<file path="src/rtl/vend_multi_ctrl_pkg.sv">
// Shared definitions for the multi-product vending controller:
// FSM state encoding, default sizing and standard coin values.
package vend_multi_ctrl_pkg;

  // Default money width in cents and default number of products
  localparam int DEF_W      = 8;
  localparam int DEF_N_PROD = 4;

  // Standard coin values in cents
  localparam int NICKEL  = 5;
  localparam int DIME    = 10;
  localparam int QUARTER = 25;

  // Controller states, 3-bit encoding
  typedef enum logic [2:0] {
    ST_INIT     = 3'd0,
    ST_IDLE     = 3'd1,
    ST_ADD      = 3'd2,
    ST_CHECK    = 3'd3,
    ST_DISPENSE = 3'd4,
    ST_CHANGE   = 3'd5
  } state_t;

endpackage

</file>
<file path="src/rtl/vend_multi_ctrl_price_table.sv">
// Per-product price register file. Prices are cleared by reset and can
// only be written while the controller is initialising; the read port is
// combinational so the FSM sees the price of the latched selection at once.
module vend_price_table
  import vend_multi_ctrl_pkg::*;
#(
  parameter int W      = DEF_W,
  parameter int N_PROD = DEF_N_PROD,
  parameter int SEL_W  = 2
) (
  input  logic             clk,
  input  logic             rst,
  input  logic             we,
  input  logic [SEL_W-1:0] wr_sel,
  input  logic [W-1:0]     wr_price,
  input  logic [SEL_W-1:0] rd_sel,
  output logic [W-1:0]     rd_price
);

  logic [W-1:0] mem [N_PROD];

  logic wr_in_range;
  logic rd_in_range;

  assign wr_in_range = int'(wr_sel) < N_PROD;
  assign rd_in_range = int'(rd_sel) < N_PROD;

  // Price storage: cleared on reset, written only for valid product indices
  always_ff @(posedge clk or negedge rst) begin
    if (!rst) begin
      for (int i = 0; i < N_PROD; i++) begin
        mem[i] <= '0;
      end
    end else if (we && wr_in_range) begin
      mem[wr_sel] <= wr_price;
    end
  end

  // An unknown product reads as price 0, which the FSM treats as disabled
  always_comb begin
    rd_price = '0;
    if (rd_in_range) begin
      rd_price = mem[rd_sel];
    end
  end

endmodule

</file>
<file path="src/rtl/vend_multi_ctrl.sv">
// Multi-product vending controller. Accumulates coin credit, checks the
// selected product price, pulses the dispense actuator and pays out change
// or refunds. All outputs are registered.
module vend_multi_ctrl
  import vend_multi_ctrl_pkg::*;
#(
  parameter int W      = DEF_W,
  parameter int N_PROD = DEF_N_PROD,
  parameter int SEL_W  = 2
) (
  input  logic              clk,
  input  logic              rst,
  input  logic              init_done,
  input  logic              pb3,
  input  logic              prg_we,
  input  logic [SEL_W-1:0]  prg_sel,
  input  logic [W-1:0]      prg_price,
  input  logic              c,
  input  logic [W-1:0]      a,
  input  logic              vend_req,
  input  logic [SEL_W-1:0]  sel,
  input  logic              cancel,
  output logic [N_PROD-1:0] d,
  output logic              chg_valid,
  output logic [W-1:0]      chg,
  output logic [W-1:0]      credit,
  output logic              busy,
  output logic              err_insuff,
  output logic              coin_rej
);

  state_t state;

  logic              c_q;
  logic              coin_edge;
  logic [W-1:0]      a_q;
  logic [SEL_W-1:0]  sel_q;
  logic [W-1:0]      price_rd;
  logic [W:0]        sum;
  logic [W-1:0]      remainder;
  logic              prg_en;
  logic              prod_disabled;
  logic              can_afford;
  logic [N_PROD-1:0] sel_onehot;

  assign coin_edge     = c & ~c_q;
  assign prg_en        = (state == ST_INIT) & prg_we;
  assign sum           = {1'b0, credit} + {1'b0, a_q};
  assign remainder     = credit - price_rd;
  assign prod_disabled = (price_rd == '0);
  assign can_afford    = (credit >= price_rd);

  vend_price_table #(
    .W      (W),
    .N_PROD (N_PROD),
    .SEL_W  (SEL_W)
  ) u_price_table (
    .clk      (clk),
    .rst      (rst),
    .we       (prg_en),
    .wr_sel   (prg_sel),
    .wr_price (prg_price),
    .rd_sel   (sel_q),
    .rd_price (price_rd)
  );

  // Dispense pattern for the latched selection; out-of-range index gives none
  always_comb begin
    sel_onehot = '0;
    if (int'(sel_q) < N_PROD) begin
      sel_onehot[sel_q] = 1'b1;
    end
  end

  // Coin-present history; tracked in every state so a coin edge seen while
  // busy is consumed and never counted later
  always_ff @(posedge clk or negedge rst) begin
    if (!rst) begin
      c_q <= 1'b0;
    end else begin
      c_q <= c;
    end
  end

  // Main controller: state sequencing, credit arithmetic and registered outputs
  always_ff @(posedge clk or negedge rst) begin
    if (!rst) begin
      state      <= ST_INIT;
      credit     <= '0;
      a_q        <= '0;
      sel_q      <= '0;
      d          <= '0;
      chg_valid  <= 1'b0;
      chg        <= '0;
      err_insuff <= 1'b0;
      coin_rej   <= 1'b0;
      busy       <= 1'b1;
    end else begin
      d          <= '0;
      chg_valid  <= 1'b0;
      chg        <= '0;
      err_insuff <= 1'b0;
      coin_rej   <= 1'b0;
      case (state)
        ST_INIT: begin
          if (init_done && pb3) begin
            state <= ST_IDLE;
            busy  <= 1'b0;
          end
        end
        ST_IDLE: begin
          if (coin_edge) begin
            a_q   <= a;
            state <= ST_ADD;
            busy  <= 1'b1;
          end else if (cancel && (credit != '0)) begin
            state <= ST_CHANGE;
            busy  <= 1'b1;
          end else if (vend_req) begin
            sel_q <= sel;
            state <= ST_CHECK;
            busy  <= 1'b1;
          end
        end
        ST_ADD: begin
          if (sum[W]) begin
            coin_rej <= 1'b1;
          end else begin
            credit <= sum[W-1:0];
          end
          state <= ST_IDLE;
          busy  <= 1'b0;
        end
        ST_CHECK: begin
          if (prod_disabled || !can_afford) begin
            err_insuff <= 1'b1;
            state      <= ST_IDLE;
            busy       <= 1'b0;
          end else begin
            d      <= sel_onehot;
            credit <= remainder;
            state  <= ST_DISPENSE;
            busy   <= 1'b1;
          end
        end
        ST_DISPENSE: begin
          // Change after a sale is paid on entry to CHANGE so it follows
          // the dispense pulse directly
          if (credit != '0) begin
            chg_valid <= 1'b1;
            chg       <= credit;
            credit    <= '0;
            state     <= ST_CHANGE;
            busy      <= 1'b1;
          end else begin
            state <= ST_IDLE;
            busy  <= 1'b0;
          end
        end
        ST_CHANGE: begin
          // A refund arrives here without a payout yet; after a sale the
          // payout is already on the outputs and must not repeat
          if (!chg_valid) begin
            chg_valid <= 1'b1;
            chg       <= credit;
            credit    <= '0;
          end
          state <= ST_IDLE;
          busy  <= 1'b0;
        end
        default: begin
          state <= ST_INIT;
          busy  <= 1'b1;
        end
      endcase
    end
  end

endmodule
</file>
<file path="config.mk">
export PLATFORM = sky130hd
export DESIGN_NAME = vend_multi_ctrl
export DESIGN_NICKNAME = d
export VERILOG_FILES = /design/src/rtl/vend_multi_ctrl_pkg.sv /design/src/rtl/vend_multi_ctrl_price_table.sv /design/src/rtl/vend_multi_ctrl.sv
export SDC_FILE = /design/constraint.sdc
export NUM_CORES = 1
export LEC_CHECK = 0
export CORE_UTILIZATION = 35
export CTS_CLUSTER_DIAMETER = 60
export DETAILED_ROUTE_END_ITERATION = 7
export SLEW_MARGIN = 10
export SYNTH_ARGS = -nofsm -noshare
export SYNTH_HDL_FRONTEND = slang
export SYNTH_SLANG_ARGS = --single-unit
</file>
<file path="constraint.sdc">
create_clock -name clk -period 3.8 [get_ports clk]
set_clock_uncertainty 0.1 [all_clocks]
set_input_delay 0.57 -clock clk [delete_from_list [all_inputs] [get_ports clk]]
set_output_delay 0.57 -clock clk [all_outputs]
set_load 0.1 [all_outputs]
</file>
==> impl_metrics.ini, run 1 <==
[grt]
overflow = 0
grt_antenna_before_repair = 0
grt_pass1_vias = 2634
grt_usage = 0.162
grt_max_degree = 71
grt_pass1_wl_mm = 13.5

[logic_synthesis]
yosys.cell_types.count = 51
ys_warn_count = 0
yosys-top-cells-area = dfrtp_1 (47%), mux2_2 (12%), ha_1 (5.5%)
syn_avg_cell_area_um2 = 12.4
synth-async-reset-ratio = 1.00
syn_inst = 294
synth_top_cell_area_share = 0.473
yosys.area.top_type = dfrtp_1
syn-cell-area_mm2 = 0.00365
synthFlopType = dfrtp_1
synth_seq_cells = 70
seq_area_frac_synth = 0.480
syn_nets = 340
synth-edff-count = 0

[critical_path]
cp_top_family = multiplexers
startpoint_type = register
cp_slowest_cell = mux4_2
path_cells = buf_4, mux4_2, inv_1, ha_1, nand3_1, a21boi_0, o32ai_2, and2b_4, nor3_4, mux2_4
end_kind = register
critical_path_class = register to register
path_buf_inv = 2
max_stage_delay_ps = 530
cp_max_fo = 10
crit_arrival_ps = 3400
critPathRequiredTime_ps = 3930

[cts]
cts-htree-levels = 3
clock_sinks = 70
cts_root_buffer = clkbuf_8
cts_buffers = 9
post_cts_buffers = 0
ctsHoldBuffers = 0
cts_max_path_buffers = 2
cts_resized = 0
cts_tree = built
clkSlewWorstSetupHoldPaths_ps = 80
clk-insertion-delay-late_ps = 350

[drt]
drtAntennaViolNets = 0
avgRoutedWirePerCell_um = 16.6
wl_mm = 8.14
drc = 0
via_count = 2513
vias_per_cell = 5.13
drtIter0Drc = 107
drtPass1Iterations = 4

[sta]
setup_tns_ps = 0
rsz0062_at_grt = no
maxSlewHeadroom = 0.347
setup_viol = 0
final.period_utilization = 0.858
final-max-slew-violation-count = 0
timing.final.crit_period_ps = 3260
worst_slew_pin_slew_ps = 977
hold_viol = 0
fmax_mhz = 307

[floorplan]
dieArea_mm2 = 0.0109
start_util = 0.367
coreArea_mm2 = 0.00995
dieHeight_um = 104
die_w_um = 104
placementRows = 36
pin_count = 52

[final_layout]
fillers = 923
diodes = 0
seqCellArea_mm2 = 0.00175
drive_gt1_frac = 0.221
multi_input_area_mm2 = 0.00182
area_delta_synth_final_pct = 24.1
final_area_mm2 = 0.00454
layout.nets = 398

[placement]
port_buffers = 51
place_area_mm2 = 0.00431
routabilityCongestion = 0.770
dpl.hpwl_mm = 5.80

[run]
max-cap-violations = 0

[run_status]
outcome = complete, no violations

[min_path]
hold_path_class = primary input to async pin
## metal layers
| layer | vias to the layer above | track usage | share of wire |
|---|---|---|---|
| li1 | 1203 | - | - |
| met1 | 1238 | 0.198 | 0.45 |
| met2 | 63 | 0.275 | 0.50 |
| met3 | 9 | 0.0388 | 0.041 |
| met4 | 0 | 0.0663 | 0.010 |
| met5 | - | 0 | 0 |
## synthesized netlist by cell type (2+ instances only)
cell type / count
dfrtp_1: 69
mux2_2: 40
a21oi_1: 17
ha_1: 16
nand2_1: 14
inv_1: 12
and2_1: 10
nor2_1: 8
mux2_4: 7
nand3_1: 7
o21ai_0: 7
xor2_1: 6
clkbuf_1: 5
mux4_2: 5
nor3_1: 5
o22ai_1: 5
xnor2_1: 5
a21o_1: 4
nand2b_1: 4
o21a_1: 4
a211oi_1: 3
mux4_1: 3
nand4_1: 3
o21bai_1: 3
a31oi_1: 2
fa_1: 2
mux2_1: 2
nor3b_1: 2
nor4_1: 2
## cells in the final DEF (no fill, tap or decap), types with 3 or more instances in the layout
cell type / n
xor2_1: 6
nor2_1: 8
clkdlybuf4s50_1: 50
mux2_2: 40
buf_4: 3
o22ai_1: 5
o21bai_1: 3
o21a_1: 4
inv_1: 12
nand2b_1: 4
dfrtp_1: 69
mux4_2: 5
xnor2_1: 5
mux4_1: 3
and2_1: 10
clkbuf_8: 9
nand4_1: 3
o21ai_0: 7
a21oi_1: 17
mux2_4: 7
a211oi_1: 3
nand2_1: 14
ha_1: 16
a21o_1: 4
nor3_1: 5
nand3_1: 7
## through the flow
step                cells  hold WS, ps  setup WS (ps)  utilization
global placement      474          383            682        0.433
finish                490          298            539        0.456
detailed placement    474          389            548        0.433
global route          490          397            365        0.456
floorplan             294          174            688            -
CTS                   490          345            515        0.456
## flip-flops by register name (all words and copies together) (netlist names)
register           count
chg                    8
err_insuff             1
busy                   1
state                  3
sel_q                  2
coin_rej               1
a_q                    8
c_q                    1
d                      4
credit                 8
chg_valid              1
u_price_table.mem     32
## path summary, 6_finish.rpt
check / start / to / slack (ps) / depth (start not counted)
min reg2reg: u_price_table.mem[2] / u_price_table.mem[2] / 400 / 1
min: rst / chg[7] / 300 / 2
max: sel_q[0] / credit[6] / 540 / 10
min in group clk: u_price_table.mem[2] / u_price_table.mem[2] / 400 / 1
max reg2reg: sel_q[0] / credit[6] / 540 / 10
max in group asynchronous: rst / credit[7] / 2680 / 2
## final cells by class
type | instances | area share
multi-input cells | 205 | 0.402
flip-flops and latches | 70 | 0.386
repair buffers | 54 | 0.116
well taps | 133 | 0.0367
clock buffers | 9 | 0.0273
clock inverters | 7 | 0.0215
inverters | 12 | 0.00993
## kinds of logic (layout without fill, tap and decap cells)
family                   Yosys count  after routing  synth area share
flip-flops                        70             70             0.480
buffers and inverters             19             82            0.0216
AND/OR/NAND/NOR                   64             64            0.0976
AO/OA/AOI/OAI                     54             54            0.0955
adder cells (fa/ha/maj)           18             18            0.0658
multiplexers                      58             58             0.213
XOR/XNOR                          11             11            0.0264
Power of run 1 is not shown: default switching activity piles up to over one toggle a cycle in this logic, so the estimate is an artifact.
==> run 2: changes to the inputs <==
- CORE_MARGIN: not set -> 2
- REMOVE_ABC_BUFFERS: not set -> 1
==> run 2 against run 1 <==
Global-route usage down 1.6 points. Register-to-register slack worse by 40 ps. Clock-buffer cell count up 1. Design area up 0.52%. Critical path depth unchanged. Sequential share of layout area down 0.20 points. Core utilization down 1.0 points. Die area up 3.9%. Sequential cell count unchanged.
==> impl_metrics.ini, run 2 (synthesized netlist as in run 1, its figures left out) <==
[drt]
via_count = 2501
vias_per_cell = 5.06
wl_mm = 7.69
drtPass1Iterations = 4
avgRoutedWirePerCell_um = 15.6
drtIter0Drc = 57
drtAntennaViolNets = 0
drc = 0

[critical_path]
cp_top_family = multiplexers
max_stage_delay_ps = 600
cp_max_fo = 8
path_cells = buf_4, mux4_1, inv_1, fa_1, nand3_1, a31oi_1, o32ai_2, and2b_4, nor3_4, mux2_4
critical_path_class = register to register
crit_arrival_ps = 3450
end_kind = register
critPathRequiredTime_ps = 3940
path_buf_inv = 2
cp_slowest_cell = mux4_1
startpoint_type = register

[cts]
post_cts_buffers = 0
cts_tree = built
cts_root_buffer = clkbuf_8
clock_sinks = 70
clkSlewWorstSetupHoldPaths_ps = 80
ctsHoldBuffers = 0
cts_buffers = 9
cts_resized = 0
cts-htree-levels = 3
cts_max_path_buffers = 2
clk-insertion-delay-late_ps = 360

[run]
max-cap-violations = 0

[sta]
rsz0062_at_grt = no
final.period_utilization = 0.869
setup_tns_ps = 0
fin_hold_ws_ps = 135
hold_viol = 0
worst_slew_pin_slew_ps = 978
maxSlewHeadroom = 0.346
setup_viol = 0
final-max-slew-violation-count = 0
timing.final.crit_period_ps = 3300
fmax_mhz = 303

[final_layout]
drive_gt1_frac = 0.223
layout.nets = 399
largest_register_ffs = 32
area_delta_synth_final_pct = 24.8
diodes = 0
mostFrequentLayoutCell = dfrtp_1
largest_register = u_price_table.mem
final_cell_mix = dfrtp_1 (69), clkdlybuf4s50_1 (50), mux2_2 (40), a21oi_1 (17), ha_1 (16)

[grt]
grt_max_degree = 51
grt_pass1_wl_mm = 12.6
overflow = 0
grt_pass1_vias = 2506
grt_antenna_before_repair = 0
grt_usage = 0.147

[placement]
dpl.hpwl_mm = 5.81
routabilityCongestion = 0.829
port_buffers = 51

[floorplan]
dieArea_mm2 = 0.0113
pin_count = 52
die_w_um = 106
coreArea_mm2 = 0.0102
start_util = 0.357
placementRows = 37
dieHeight_um = 106

[run_status]
outcome = complete, no violations

[min_path]
hold_path_class = primary input to async pin
run 2: changes by cell type in the layout (fill, tap and decap cells not counted), sizes merged:
cell,delta
clkinvlp,-1
buf,+1
clkbuf,+1
run 2: metrics by stage:
stage | cell area (µm²) | util | setup slack (ps) | std cells
finish | 4560 | 0.446 | 496 | 494
global route | 4560 | 0.446 | 288 | 494
CTS | 4560 | 0.445 | 448 | 494
detailed placement | 4330 | 0.423 | 486 | 478
global placement | 4330 | 0.423 | 561 | 478
floorplan | 3620 | - | 579 | 287
run 2: cell type report:
class | count | area (µm²)
clock buffer | 10 | 138
clock inverter | 6 | 93.8
fill | 946 | 5670
inverter | 12 | 45.0
multi-input combinational | 205 | 1820
sequential | 70 | 1750
tap | 136 | 170
timing repair buffer | 55 | 538
run 2: per-layer routing:
layer	global-route usage	wire length, µm
met1	0.180	3400
met2	0.250	3830
met3	0.0356	330
met5	0	0
met4	0.0564	131
run 2: worst paths after layout:
path	end	start	slack [ps]	cells past startpoint
max	credit[5]	sel_q[0]	500	10
min	chg_valid	rst	130	1
max reg2reg	credit[5]	sel_q[0]	500	10
min reg2reg	u_price_table.mem[10]	u_price_table.mem[10]	400	1
max in group asynchronous	u_price_table.mem[26]	rst	2740	2
min in group clk	u_price_table.mem[10]	u_price_table.mem[10]	400	1
Power of run 2 is left out for the same reason.
==> run 3: changes to the inputs <==
- SKIP_CTS_REPAIR_TIMING: not set -> 1
==> results of run 3 <==
The final DEF is identical to that of run 2; final timing and power are the same.
Power of run 3 is left out for the same reason.
